### src/rtl/param_serializer_if.sv
// param_serializer_if: parallel-word input and serial-bit output bundle for param_serializer
interface param_serializer_if #(
  parameter int DATA_W = 16,
  parameter int CNT_W  = $clog2(DATA_W + 1)
);
  logic              data_val_i;
  logic [DATA_W-1:0] data_i;
  logic [CNT_W-1:0]  data_mod_i;
  logic              ser_ready_i;
  logic              ser_data_o;
  logic              ser_data_val_o;
  logic              ser_last_o;
  logic              busy_o;
  logic              drop_o;
  modport master (
    output data_val_i, data_i, data_mod_i, ser_ready_i,
    input  ser_data_o, ser_data_val_o, ser_last_o, busy_o, drop_o
  );
  modport slave (
    input  data_val_i, data_i, data_mod_i, ser_ready_i,
    output ser_data_o, ser_data_val_o, ser_last_o, busy_o, drop_o
  );
endinterface

### src/rtl/param_serializer.sv
// param_serializer: sends the first data_mod_i bits of a word one per transfer with ready/valid backpressure
module param_serializer #(
  parameter int DATA_W    = 16,
  parameter int CNT_W     = $clog2(DATA_W + 1),
  parameter bit LSB_FIRST = 0
) (
  input logic             clk_i,
  input logic             rst_i,
  param_serializer_if.slave bus
);
  typedef enum logic {IDLE, SHIFT} state_t;
  state_t            r_state;
  logic [DATA_W-1:0] r_sh;
  logic [CNT_W-1:0]  r_cnt;
  logic              r_data;
  logic              r_busy;
  logic              r_last;
  logic              r_drop;
  logic [CNT_W-1:0]  w_len;
  logic              w_first;
  logic              w_next;
  logic [DATA_W-1:0] w_load;
  logic [DATA_W-1:0] w_shift;
  // Clamp over-long requests and pick the bit heads for load and advance
  always_comb begin
    w_len   = bus.data_mod_i > CNT_W'(DATA_W) ? CNT_W'(DATA_W) : bus.data_mod_i;
    w_first = LSB_FIRST ? bus.data_i[0] : bus.data_i[DATA_W-1];
    w_next  = LSB_FIRST ? r_sh[0] : r_sh[DATA_W-1];
    w_load  = LSB_FIRST ? bus.data_i >> 1 : bus.data_i << 1;
    w_shift = LSB_FIRST ? r_sh >> 1 : r_sh << 1;
  end
  // Two-state FSM; r_sh holds the bits still to be presented, r_cnt counts the presented bit too
  always_ff @(posedge clk_i) begin
    if (rst_i) begin
      r_state <= IDLE;
      r_sh    <= '0;
      r_cnt   <= '0;
      r_data  <= 1'b0;
      r_busy  <= 1'b0;
      r_last  <= 1'b0;
      r_drop  <= 1'b0;
    end else begin
      r_drop <= bus.data_val_i && r_state == SHIFT;
      if (r_state == IDLE) begin
        if (bus.data_val_i && bus.data_mod_i != '0) begin
          r_state <= SHIFT;
          r_sh    <= w_load;
          r_cnt   <= w_len;
          r_data  <= w_first;
          r_busy  <= 1'b1;
          r_last  <= w_len == CNT_W'(1);
        end
      end else if (bus.ser_ready_i) begin
        if (r_cnt == CNT_W'(1)) begin
          r_state <= IDLE;
          r_cnt   <= '0;
          r_data  <= 1'b0;
          r_busy  <= 1'b0;
          r_last  <= 1'b0;
        end else begin
          r_sh   <= w_shift;
          r_cnt  <= r_cnt - 1'b1;
          r_data <= w_next;
          r_last <= r_cnt == CNT_W'(2);
        end
      end
    end
  end
  assign bus.ser_data_o     = r_data;
  assign bus.ser_data_val_o = r_busy;
  assign bus.ser_last_o     = r_last;
  assign bus.busy_o         = r_busy;
  assign bus.drop_o         = r_drop;
endmodule

### src/flat_wrapper.sv
// flat-port wrapper written by rule: the top's interface ports become plain ports
module param_serializer_flat 
#(
  parameter int DATA_W    = 16,
  parameter int CNT_W     = $clog2(DATA_W + 1),
  parameter bit LSB_FIRST = 0
)
  (clk_i, rst_i, bus_data_val_i, bus_data_i, bus_data_mod_i, bus_ser_ready_i, bus_ser_data_o, bus_ser_data_val_o, bus_ser_last_o, bus_busy_o, bus_drop_o);
  param_serializer_if #(.DATA_W(DATA_W), .CNT_W(CNT_W)) bus_i ();
  input logic clk_i;
  input logic rst_i;
  input wire logic [$bits(bus_i.data_val_i)-1:0] bus_data_val_i;
  input wire logic [$bits(bus_i.data_i)-1:0] bus_data_i;
  input wire logic [$bits(bus_i.data_mod_i)-1:0] bus_data_mod_i;
  input wire logic [$bits(bus_i.ser_ready_i)-1:0] bus_ser_ready_i;
  output wire logic [$bits(bus_i.ser_data_o)-1:0] bus_ser_data_o;
  output wire logic [$bits(bus_i.ser_data_val_o)-1:0] bus_ser_data_val_o;
  output wire logic [$bits(bus_i.ser_last_o)-1:0] bus_ser_last_o;
  output wire logic [$bits(bus_i.busy_o)-1:0] bus_busy_o;
  output wire logic [$bits(bus_i.drop_o)-1:0] bus_drop_o;
  assign bus_i.data_val_i = bus_data_val_i;
  assign bus_i.data_i = bus_data_i;
  assign bus_i.data_mod_i = bus_data_mod_i;
  assign bus_i.ser_ready_i = bus_ser_ready_i;
  assign bus_ser_data_o = bus_i.ser_data_o;
  assign bus_ser_data_val_o = bus_i.ser_data_val_o;
  assign bus_ser_last_o = bus_i.ser_last_o;
  assign bus_busy_o = bus_i.busy_o;
  assign bus_drop_o = bus_i.drop_o;
  param_serializer #(.DATA_W(DATA_W), .CNT_W(CNT_W), .LSB_FIRST(LSB_FIRST)) u_core (.clk_i(clk_i), .rst_i(rst_i), .bus(bus_i));
endmodule
### config.mk
export PLATFORM = sky130hd
export DESIGN_NAME = param_serializer_flat
export DESIGN_NICKNAME = d
export VERILOG_FILES = /design/src/rtl/param_serializer_if.sv /design/src/rtl/param_serializer.sv /design/src/flat_wrapper.sv
export SDC_FILE = /design/constraint.sdc
export NUM_CORES = 1
export LEC_CHECK = 0
export ABC_CLOCK_PERIOD_IN_PS = 1950
export BUFFER_PORTS_ARGS = -buffer_cell sky130_fd_sc_hd__buf_4
export CAP_MARGIN = 40
export CORE_UTILIZATION = 48
export DETAILED_ROUTE_END_ITERATION = 6
export PLACE_DENSITY = 0.75
export REMOVE_ABC_BUFFERS = 1
export SLEW_MARGIN = 25
export SYNTH_ARGS = -nofsm -noshare
export SYNTH_HDL_FRONTEND = slang
export SYNTH_SLANG_ARGS = --single-unit
export TNS_END_PERCENT = 20
### constraint.sdc
create_clock -name clk_i -period 1.95 [get_ports clk_i]
set_clock_uncertainty 0.1 [all_clocks]
set_input_delay 0.195 -clock clk_i [delete_from_list [all_inputs] [get_ports clk_i]]
set_output_delay 0.195 -clock clk_i [all_outputs]
set_load 0.02 [all_outputs]
Word-level counts from Yosys, hierarchy flattened
Cells that the tools add are included.

word-level totals
  bits in registers = 26
  input port bits = 25
  output and inout port bits = 5

operators by class
  mux-type cells = 25
  order comparisons = 1
  equality and inequality tests = 6
  add/subtract/negate cells = 1
  reductions and logical operators = 7

operator list
  cell                 count
  $mux 16              4
  $mux 5               5
  $mux 1               16
  $eq 5x1->1 const B   2
  $ne 2x2->1 const B   3
  $reduce_and 3->1     2
  $eq 5x2->1 const B   1
  $gt 5x5->1 const B   1
  $reduce_bool 5->1    1
  $sub 5x1->5 const B  1
  $logic_and 1x1->1    2
  $reduce_and 2->1     1
  $reduce_bool 2->1    1

Depth between registers and ports, before layout
Gate-level depths: netlist of run 1.

  word-level depth = 5
  mapped depth = 8

Least setup slack after synthesis of run 1
No wires, ideal clock.

  path kind = flip-flop to flip-flop
  start = register u_core.r_cnt[1]
  end = register u_core.r_sh[15]
  arrival = 1796 ps
  cell stages (with the launch flop) = 9
  buffers on the path = 2
  slack = -26 ps
  cell sequence = dfxtp_1 inv_1 ha_1 or4b_4 nor2b_4 or2_1 buf_6 buf_8 a211oi_2

between the ends
  longest elaborated chain between the ends = 3

RTL lines
  what                               line                    RTL
  start: declaration                 param_serializer.sv:14  logic [CNT_W-1:0] r_cnt;
  start signal: assignment           param_serializer.sv:48  r_cnt <= w_len;
  start signal: assignment           param_serializer.sv:62  r_cnt <= r_cnt - 1'b1;
  $eq 5x1->1                         param_serializer.sv:54  if (r_cnt == CNT_W'(1)) begin
  $ne 2x2->1 (no source line)        -
  $reduce_and 3->1 (no source line)  -
  end signal: assignment             param_serializer.sv:47  r_sh <= w_load;
  end signal: assignment             param_serializer.sv:61  r_sh <= w_shift;
  end: declaration                   param_serializer.sv:13  logic [DATA_W-1:0] r_sh;

No other way between the ends.
A chain may end at the register's enable or synchronous reset.

Final worst setup path of run 1
  start = register u_core.r_cnt[1]
  end = register u_core.r_sh[9]

Same word-level chain as after synthesis.

==> metrics, run 1 <==
Max Fclk 522 MHz; num rows 18; Total GRT Usage 0.225; Port Buffers 29; Final Setup Violations 0; clock tree from TritonCTS done; Initial DRT Pass Iterations 4; clk buf depth 2; clock-pin slew on the worst setup and hold paths 0.14 ns; Required @ worst endpoint 2.10 ns; Initial Util 0.526; core area 0.00254 mm^2; Setup WS pre-CTS 0.00771 ns; hold crit path type in2reg; root buffer cell clkbuf_4; Logic pwr share 0.321; Die Y 54.8 um; worst setup path category reg2reg; DRT antenna net count 0; Critical Path AT 2.07 ns; crit path time final 1.92 ns; post-route cell area 0.00171 mm^2; final net count 209; Crit. End Element register; final critical-path setup slack 0.0342 ns; mean post-synth cell area 9.36 um^2; sw frac 0.315; RSZ-0062 raised after global routing true; DR vias/cell 5.75; Clock Power Share 0.193; RD Place Congestion 0.858; Die Area 0.00300 mm^2; Final period util 0.982; Final HPWL DP 2.23 mm; chip width 54.8 um; Max IR drop VDD 0.633 mV; post-synthesis register bit count 25; final slew viol count 0; first-pass GRT wire length 4.78 mm; drt wl/cell 14.6 um; ant diodes 0; setup total negative slack 0 ns; latest clock arrival within the worst-skew pair 0.33 ns; Post-Synthesis Cells 143; final cell utilization of the core 0.673; Max Cap Viol 0; Slew @ Worst Pin 0.466 ns; FILL cells 214; initial antenna violation count 0; Hold Vio Cnt, Final 0; Synth Cell Area 0.00134 mm^2; DR iter-0 viols 22; # H-tree levels 1; DR vias 1207; post-synthesis sequential area ratio 0.374; number of global-route vias before repair 1062; largest net degree at the start of global routing 23; outcome finished, final reports clean; startpoint types register; drt total wl 3.06 mm; CTS Buf Count 3; Area after DPL 0.00163 mm^2; most common cell after layout, fill and taps aside buf_4; cell area power density 714 mW/mm^2; highest-count cells in the layout ignoring fill and taps buf_4 (42), dfxtp_1 (23), nor3_1 (18), mux2i_1 (16), a211oi_2 (12); worst-path maximum fanout 8; Layout area overhead 27.9%; Rel. slew slack 0.688; # DRC 0; WHS 0.0266 ns; unique cell type count in the Yosys netlist 34; yosys warns 0; Seq pwr share 0.486; internal power 838 uW; hold_buf cts 0; Leak 0.701 nW; total grt overflow 0; Ports 30; layout cells sized above 1 0.383; CTS sink cnt 25; Sw Pwr 385 uW
## logic make-up (layout without fill, tap and decap cells)
| family | Yosys count | after routing | synth area share |
|---|---|---|---|
| muxes | 16 | 16 | 0.120 |
| and+or+nand+nor | 46 | 46 | 0.183 |
| DFF | 25 | 25 | 0.374 |
| xor gates and xnor gates | 1 | 1 | 0.00654 |
| AOI/OAI and AO/OA | 37 | 37 | 0.230 |
| buffers and inverters | 15 | 52 | 0.0589 |
| adders and majority gates | 3 | 3 | 0.0280 |
## power by group through the flow
| stage | sequential (mW) | clock (mW) | combinational [mW] |
|---|---|---|---|
| 2_1_floorplan | 0.623 | 0 | 0.202 |
| 3_3_place_gp | 0.601 | 0 | 0.358 |
| 3_5_place_dp | 0.604 | 0 | 0.367 |
| 4_1_cts | 0.595 | 0.247 | 0.373 |
| 5_1_grt | 0.601 | 0.262 | 0.425 |
| 6_report | 0.595 | 0.236 | 0.393 |
## sequential cells by signal, indices dropped and copies added, names as in the netlist
signal                 flops
u_core.bus.busy_o          1
u_core.bus.drop_o          1
u_core.bus.ser_data_o      1
u_core.bus.ser_last_o      1
u_core.r_cnt               5
u_core.r_sh               15
u_core.r_state             1
## per-stage QoR
step	std cells	total power [mW]
floorplan	132	0.825
global placement	204	0.958
detailed placement	204	0.971
CTS	208	1.21
global route	210	1.29
finish	210	1.22
## cells in the mapped netlist
cell | count | area, um^2
inv_1 | 4 | 15.0
nor3b_1 | 2 | 15.0
nand3_1 | 1 | 5.00
a21oi_1 | 8 | 40.0
nand4_1 | 3 | 18.8
mux2i_1 | 16 | 160
nor2_1 | 10 | 37.5
o32ai_1 | 1 | 8.76
a211oi_2 | 10 | 125
a211oi_1 | 6 | 45.0
a32oi_1 | 1 | 8.76
a2bb2oi_1 | 2 | 17.5
or2_1 | 1 | 6.26
clkbuf_1 | 7 | 26.3
ha_1 | 3 | 37.5
nand2_1 | 5 | 18.8
nor2b_4 | 1 | 13.8
dfxtp_1 | 25 | 500
or4b_4 | 1 | 13.8
nor3_1 | 18 | 90.1
nand2b_1 | 1 | 6.26
buf_4 | 1 | 7.51
o21a_1 | 2 | 15.0
a31oi_1 | 1 | 6.26
and3_1 | 2 | 12.5
o21ai_0 | 3 | 15.0
a311oi_1 | 1 | 8.76
buf_6 | 1 | 11.3
a31o_2 | 1 | 8.76
buf_1 | 1 | 3.75
buf_8 | 1 | 15.0
a2111oi_0 | 1 | 8.76
xnor2_1 | 1 | 8.76
nand3b_1 | 1 | 7.51
## repair_timing
| action | 4_1_cts | 5_1_grt |
|---|---|---|
| pin swaps | 2 | 3 |
| setup buffers | 0 | 2 |
| setup endpoints to repair | 5 | 14 |
| gates resized for setup | 6 | 6 |
## per-layer routing
| metal | global-route usage | part of all wire |
|---|---|---|
| met1 | 0.304 | 0.46 |
| met2 | 0.355 | 0.48 |
| met3 | 0.0583 | 0.051 |
| met4 | 0.0513 | 0.0078 |
| met5 | 0 | 0 |
## path summary, 6_finish.rpt
path	cells past startpoint	start	slack, ns	endpoint
worst min-delay path	2	bus_data_val_i	0.03	u_core.bus.drop_o
worst max-delay path	7	u_core.r_cnt[1]	0.03	u_core.r_sh[9]
worst max register to register	7	u_core.r_cnt[1]	0.03	u_core.r_sh[9]
worst min register to register	2	u_core.bus.ser_last_o	0.41	u_core.bus.ser_last_o
## area by class of cell
class                           instances  area, um^2  share of cell area
Sequential cell                        25         503               0.294
Timing Repair Buffer                   44         338               0.197
Inverter                                4        15.0             0.00877
Tap cell                               30        37.5              0.0219
Clock buffer                            3        22.5              0.0132
Multi-Input combinational cell        103         791               0.462
Clock inverter                          1        5.00             0.00292
## worst max-delay path, cell delays in order, from the launching register on
cell      delay [ns]
dfxtp_2         0.35
inv_2           0.07
ha_4            0.14
or4b_4          0.46
nor2b_4         0.15
or2_4           0.24
buf_6           0.15
a211oi_1        0.19
(Power assumes the default switching activity.)
==> run 2: changes to the inputs <==
--- a/config.mk
+++ b/config.mk
@@ -5,12 +5,12 @@
 export SDC_FILE = /design/constraint.sdc
 export NUM_CORES = 1
 export LEC_CHECK = 0
-export ABC_CLOCK_PERIOD_IN_PS = 1950
+export ABC_CLOCK_PERIOD_IN_PS = 2300
 export BUFFER_PORTS_ARGS = -buffer_cell sky130_fd_sc_hd__buf_4
 export CAP_MARGIN = 40
-export CORE_UTILIZATION = 48
+export CORE_UTILIZATION = 57
 export DETAILED_ROUTE_END_ITERATION = 6
-export PLACE_DENSITY = 0.75
+export PLACE_DENSITY = 0.81
 export REMOVE_ABC_BUFFERS = 1
 export SLEW_MARGIN = 25
 export SYNTH_ARGS = -nofsm -noshare
==> constraint.sdc (replaced) <==
create_clock -name clk_i -period 2.3 [get_ports clk_i]
set_clock_uncertainty 0.1 [all_clocks]
set_input_delay 0.23 -clock clk_i [delete_from_list [all_inputs] [get_ports clk_i]]
set_output_delay 0.23 -clock clk_i [all_outputs]
set_load 0.02 [all_outputs]
==> metrics, run 2 (synthesis gave the netlist of run 1 again) <==
outcome finished, final reports clean; most common cell after layout, fill and taps aside buf_4; ant diodes 0 (unchanged); Die Area 0.00255 mm^2 (-15%); DRT antenna net count 0 (unchanged); startpoint types register; chip width 50.5 um (-7.9%); max reg flops 15 (unchanged); # H-tree levels 1 (unchanged); Max IR drop VDD 0.430 mV (-32%); Layout area overhead 19.2%; initial antenna violation count 0 (unchanged); Finished Layout Cells 198 (-5.7%); cell area power density 622 mW/mm^2 (-13%); number of global-route vias before repair 1094 (+3.0%); first-pass GRT wire length 4.84 mm (+1.3%); CTS Buf Count 3 (unchanged); Initial Util 0.605 (+0.0791); core area 0.00221 mm^2 (-13%); Hold Vio Cnt, Final 0 (unchanged); total power 992 uW (-19%); Required @ worst endpoint 2.45 ns (+0.35 ns); crit path from u_core.r_cnt[1]; DR vias/cell 6.21 (+8.1%); Crit. End Element register; final slew viol count 0 (unchanged); root buffer cell clkbuf_4; Port Buffers 29 (unchanged); hold wc startpoint bus_data_val_i; Slew @ Worst Pin 0.378 ns (-0.0883 ns); Critical Path AT 2.20 ns (+0.13 ns); RSZ-0062 raised after global routing false; num rows 17 (-1); # DRC 0 (unchanged); FF/Latch Area 500 um^2 (-0.50%); Ports 30 (unchanged); hold crit path type in2reg; largest net degree at the start of global routing 23 (unchanged); Max Fclk 486 MHz (-6.9%); worst setup path category reg2reg; Top reg by flops u_core.r_sh; final net count 199 (-4.8%); Final period util 0.894 (-0.0881); latest clock arrival within the worst-skew pair 0.32 ns (about the same); post-route cell area 0.00160 mm^2 (-6.8%); Rel. slew slack 0.742 (+0.0535); total grt overflow 0 (unchanged); Total GRT Usage 0.250 (+0.0249); Setup WS pre-CTS 0.0504 ns (+0.0427 ns); drt total wl 2.90 mm (-5.4%); worst reg2reg path startpoint u_core.r_cnt[1]; highest-count cells in the layout ignoring fill and taps buf_4 (34), dfxtp_1 (25), nor3_1 (18), mux2i_1 (16); Largest regs u_core.r_sh (15), u_core.r_cnt (5); M1 GR Usage 0.306 (+0.00255); RD Place Congestion 0.888 (+3.5%); WHS 0.0726 ns (+0.0460 ns); Placed Instances 194 (-4.9%); Max Cap Viol 0 (unchanged); Final Setup Violations 0 (unchanged); DR vias 1230 (+1.9%); Leak 0.645 nW (-7.9%); area of the multi-input gates 762 um^2 (-3.6%); GRT Max-Usage Layer met2; clk buf depth 2 (unchanged); met2 usage 0.444 (+0.0890); CTS sink cnt 25 (unchanged); final critical-path setup slack 0.243 ns (+0.209 ns); setup bufs post-CTS 0 (unchanged); clock tree from TritonCTS done; Final HPWL DP 2.15 mm (-3.7%); Die Y 50.5 um (-7.9%); worst-path maximum fanout 16 (+8); DR iter-0 viols 36 (+64%); layout cells sized above 1 0.306 (-0.0775); worst reg-to-reg setup slack 0.24 ns (+0.21 ns); drt wl/cell 14.6 um (+0.31%); Initial DRT Pass Iterations 6 (+2); crit path time final 2.06 ns (+0.141 ns); GR Layer Usage met3 0.0303 (-0.0280); FILL cells 178 (-17%); Area after DPL 0.00157 mm^2 (-3.8%); clock-pin slew on the worst setup and hold paths 0.13 ns (about the same)
==> run 2: cell count changes in the layout (fill, tap and decap cells not counted), sizes merged <==
cell / before / now
buf: 44 / 34
==> run 2: through the flow <==
step	util	TNS, ns
6_report	0.721	0
5_1_grt	0.721	0
4_1_cts	0.720	0
3_5_place_dp	0.708	0
3_3_place_gp	0.708	0
2_1_floorplan	-	-2.21
==> run 2: worst paths after layout <==
check                          end  depth (start not counted)
max                u_core.r_sh[10]                          6
max reg2reg        u_core.r_sh[10]                          6
min reg2reg  u_core.bus.ser_data_o                          2
min              u_core.bus.drop_o                          2
==> run 2: where the power goes <==
| part | leakage [nW] | internal (mW) | switching, mW |
|---|---|---|---|
| Sequential | 0.207 | 0.477 | 0.0335 |
| Combinational | 0.421 | 0.140 | 0.146 |
| Clock | 0.0177 | 0.0651 | 0.131 |
==> run 2: timing repair <==
item,CTS,global route
hold buffers,0,0
gates resized for setup,0,2
setup endpoints to repair,0,14
==> run 2: layer usage <==
metal,share of wire,routed length [um]
met1,0.43,1250
met2,0.51,1480
met3,0.045,129
met4,0.016,45
met5,0,0
==> run 2: critical path: stages (launching register included) <==
cell and delay, ns:
dfxtp_1 0.36, inv_1 0.09, ha_1 0.17, or4b_4 0.51, nor2b_4 0.20, or2_4 0.33
a211oi_1 0.21
==> run 2: layout make-up <==
class                   count  area share
clock buffers               3      0.0141
clock inverters             1     0.00314
inverters                   4     0.00941
multi-input cells         103       0.478
flip-flops and latches     25       0.314
well taps                  28      0.0220
repair buffers             34       0.160
==> run 3: changes to the inputs <==
--- a/config.mk
+++ b/config.mk
@@ -6,11 +6,11 @@
 export NUM_CORES = 1
 export LEC_CHECK = 0
 export ABC_CLOCK_PERIOD_IN_PS = 2300
-export BUFFER_PORTS_ARGS = -buffer_cell sky130_fd_sc_hd__buf_4
 export CAP_MARGIN = 40
-export CORE_UTILIZATION = 57
+export CORE_UTILIZATION = 60
 export DETAILED_ROUTE_END_ITERATION = 6
-export PLACE_DENSITY = 0.81
+export DONT_BUFFER_PORTS = 1
+export PLACE_DENSITY = 0.74
 export REMOVE_ABC_BUFFERS = 1
 export SLEW_MARGIN = 25
 export SYNTH_ARGS = -nofsm -noshare
==> metrics, run 3 (synthesis gave the netlist of run 1 again) <==
DR vias 1121 (-8.9%); clock-pin slew on the worst setup and hold paths 0.14 ns (about the same); WHS Path Cells 2 (unchanged); Clock Power Share 0.208 (+0.010); Final HPWL DP 1.92 mm (-11%); Initial DRT Pass Iterations 4 (-2); RD Place Congestion 0.878 (-1.1%); Die Area 0.00242 mm^2 (-4.8%); total power 960 uW (-3.3%); drt wl/cell 17.4 um (+19%); hold crit path type in2reg; Max IR drop VDD 0.448 mV (+4.2%); layout cells sized above 1 0.159 (-0.147); Total GRT Usage 0.258 (+0.00755); # DRC 0 (unchanged); Largest regs u_core.r_sh (15), u_core.r_cnt (5); startpoint types register; outcome finished, final reports clean; Required @ worst endpoint 2.43 ns (-0.02 ns); Hold Vio Cnt, Final 0 (unchanged); WHS 0.00756 ns (-0.0651 ns); Slew @ Worst Pin 0.437 ns (+0.0593 ns); Max Fclk 468 MHz (-3.7%); hold wc startpoint bus_data_mod_i[0]; Final Setup Violations 0 (unchanged); clock tree from TritonCTS done; FILL cells 172 (-3.4%); DR iter-0 viols 28 (-22%); worst reg-to-reg setup slack 0.16 ns (-0.08 ns); Layout area overhead 5.79%; post-route cell area 0.00142 mm^2 (-11%); Sw Pwr 303 uW (-2.2%); Die Y 49.2 um (-2.4%); highest-count cells in the layout ignoring fill and taps dfxtp_1 (25), nor3_1 (18), mux2i_1 (16), nor2_1 (10), a211oi_2 (10); core area 0.00202 mm^2 (-8.6%); internal power 657 uW (-3.7%); DRT antenna net count 0 (unchanged); CTS sink cnt 25 (unchanged); RSZ-0062 raised after global routing false; worst reg2reg path startpoint u_core.r_cnt[1]; Seq pwr share 0.539 (+0.024); Port Buffers 0 (-100%); Area after DPL 0.00135 mm^2 (-14%); Crit. End Element register; Max Cap Viol 0 (unchanged); Final period util 0.929 (+0.0341); chip width 49.2 um (-2.4%); final net count 174 (-13%); Rel. slew slack 0.707 (-0.0341); final slew viol count 0 (unchanged); r2r endpoint u_core.r_sh[7]; initial antenna violation count 0 (unchanged); Logic pwr share 0.253 (-0.035); drt total wl 2.99 mm (+3.3%); clk buf depth 2 (unchanged); Ports 30 (unchanged); # H-tree levels 1 (unchanged); Initial Util 0.662 (+0.0569); cell area power density 677 mW/mm^2 (+9.0%); Leak 0.520 nW (-19%); Critical Path AT 2.27 ns (+0.07 ns); R2R depth 6 (unchanged); number of global-route vias before repair 1087 (-0.64%); CTS Buf Count 3 (unchanged); FF/Latch Area 500 um^2 (unchanged); crit path time final 2.14 ns (+0.0785 ns); sw frac 0.316 (+0.00328); worst-path maximum fanout 16 (unchanged); first-pass GRT wire length 4.82 mm (-0.56%); worst setup path category reg2reg; Top reg by flops u_core.r_sh; most common cell after layout, fill and taps aside dfxtp_1; ant diodes 0 (unchanged); latest clock arrival within the worst-skew pair 0.32 ns (about the same); num rows 16 (-1); DR vias/cell 6.52 (+4.9%); total grt overflow 0 (unchanged); root buffer cell clkbuf_4; largest net degree at the start of global routing 21 (-8.7%); area of the multi-input gates 762 um^2 (unchanged); WHS Endpoint u_core.r_cnt[0]; max reg flops 15 (unchanged)
-- run 3: cell count changes in the layout (fill, tap and decap cells not counted) --
| cell | before | now |
|---|---|---|
| clkbuf_1 | 0 | 1 |
| clkinv_2 | 1 | 0 |
| buf_4 | 34 | 5 |
| dlygate4sd3_1 | 0 | 3 |
| buf_6 | 0 | 1 |
-- run 3: how the worst max path moves through the flow --
| stage | startpoint | to | slack (ns) | depth (start not counted) |
|---|---|---|---|---|
| detailed placement | u_core.r_cnt[1] | u_core.r_sh[10] | 0.04 | 6 |
| global route | u_core.r_cnt[1] | u_core.r_sh[7] | 0.07 | 6 |
| finish | u_core.r_cnt[1] | u_core.r_sh[7] | 0.16 | 6 |
| global placement | u_core.r_cnt[1] | u_core.r_sh[10] | 0.13 | 6 |
| floorplan | u_core.r_state | u_core.r_sh[10] | -0.17 | 4 |
| CTS | u_core.r_cnt[1] | u_core.r_sh[7] | 0.02 | 6 |
-- run 3: critical path, stage by stage (launching register included) --
cell and delay [ns]:
dfxtp_1 0.36, inv_1 0.08, ha_1 0.17, or4b_4 0.51, nor2b_4 0.21, or2_4 0.34
a211oi_1 0.27
-- run 3: final cells by class --
| type | instances | share of cell area |
|---|---|---|
| clock buffer | 4 | 0.0186 |
| tap | 27 | 0.0239 |
| timing repair buffer | 9 | 0.0557 |
| multi-input combinational | 103 | 0.538 |
| inverter | 4 | 0.0106 |
| sequential | 25 | 0.353 |
-- run 3: stage by stage --
step	setup slack, ns	TNS (ns)	util	std cells
after floorplan	-0.166	-2.21	-	132
after global placement	0.126	0	0.666	164
after detailed placement	0.0410	0	0.666	164
after CTS	0.0199	0	0.694	171
after global routing	0.0736	0	0.700	172
final	0.164	0	0.700	172
-- run 3: power by group through the flow --
stage | registers [mW] | logic, mW | clock network [mW]
floorplan | 0.528 | 0.171 | 0
global placement | 0.524 | 0.216 | 0
detailed placement | 0.526 | 0.222 | 0
CTS | 0.516 | 0.236 | 0.204
global route | 0.523 | 0.266 | 0.218
finish | 0.517 | 0.243 | 0.199
-- run 3: per-layer routing --
layer / track usage / wire (um) / share of wire
met1: 0.327 / 1380 / 0.46
met3: 0.0405 / 158 / 0.053
met4: 0.113 / 44 / 0.015
met2: 0.427 / 1410 / 0.47
met5: 0 / 0 / 0
-- run 3: what timing repair did --
action	CTS	global route
hold buffers	3	0
resized for setup	1	1
buffers inserted	0	0
pin swaps	0	0
setup endpoints to repair	1	5
hold endpoints to repair	23	0
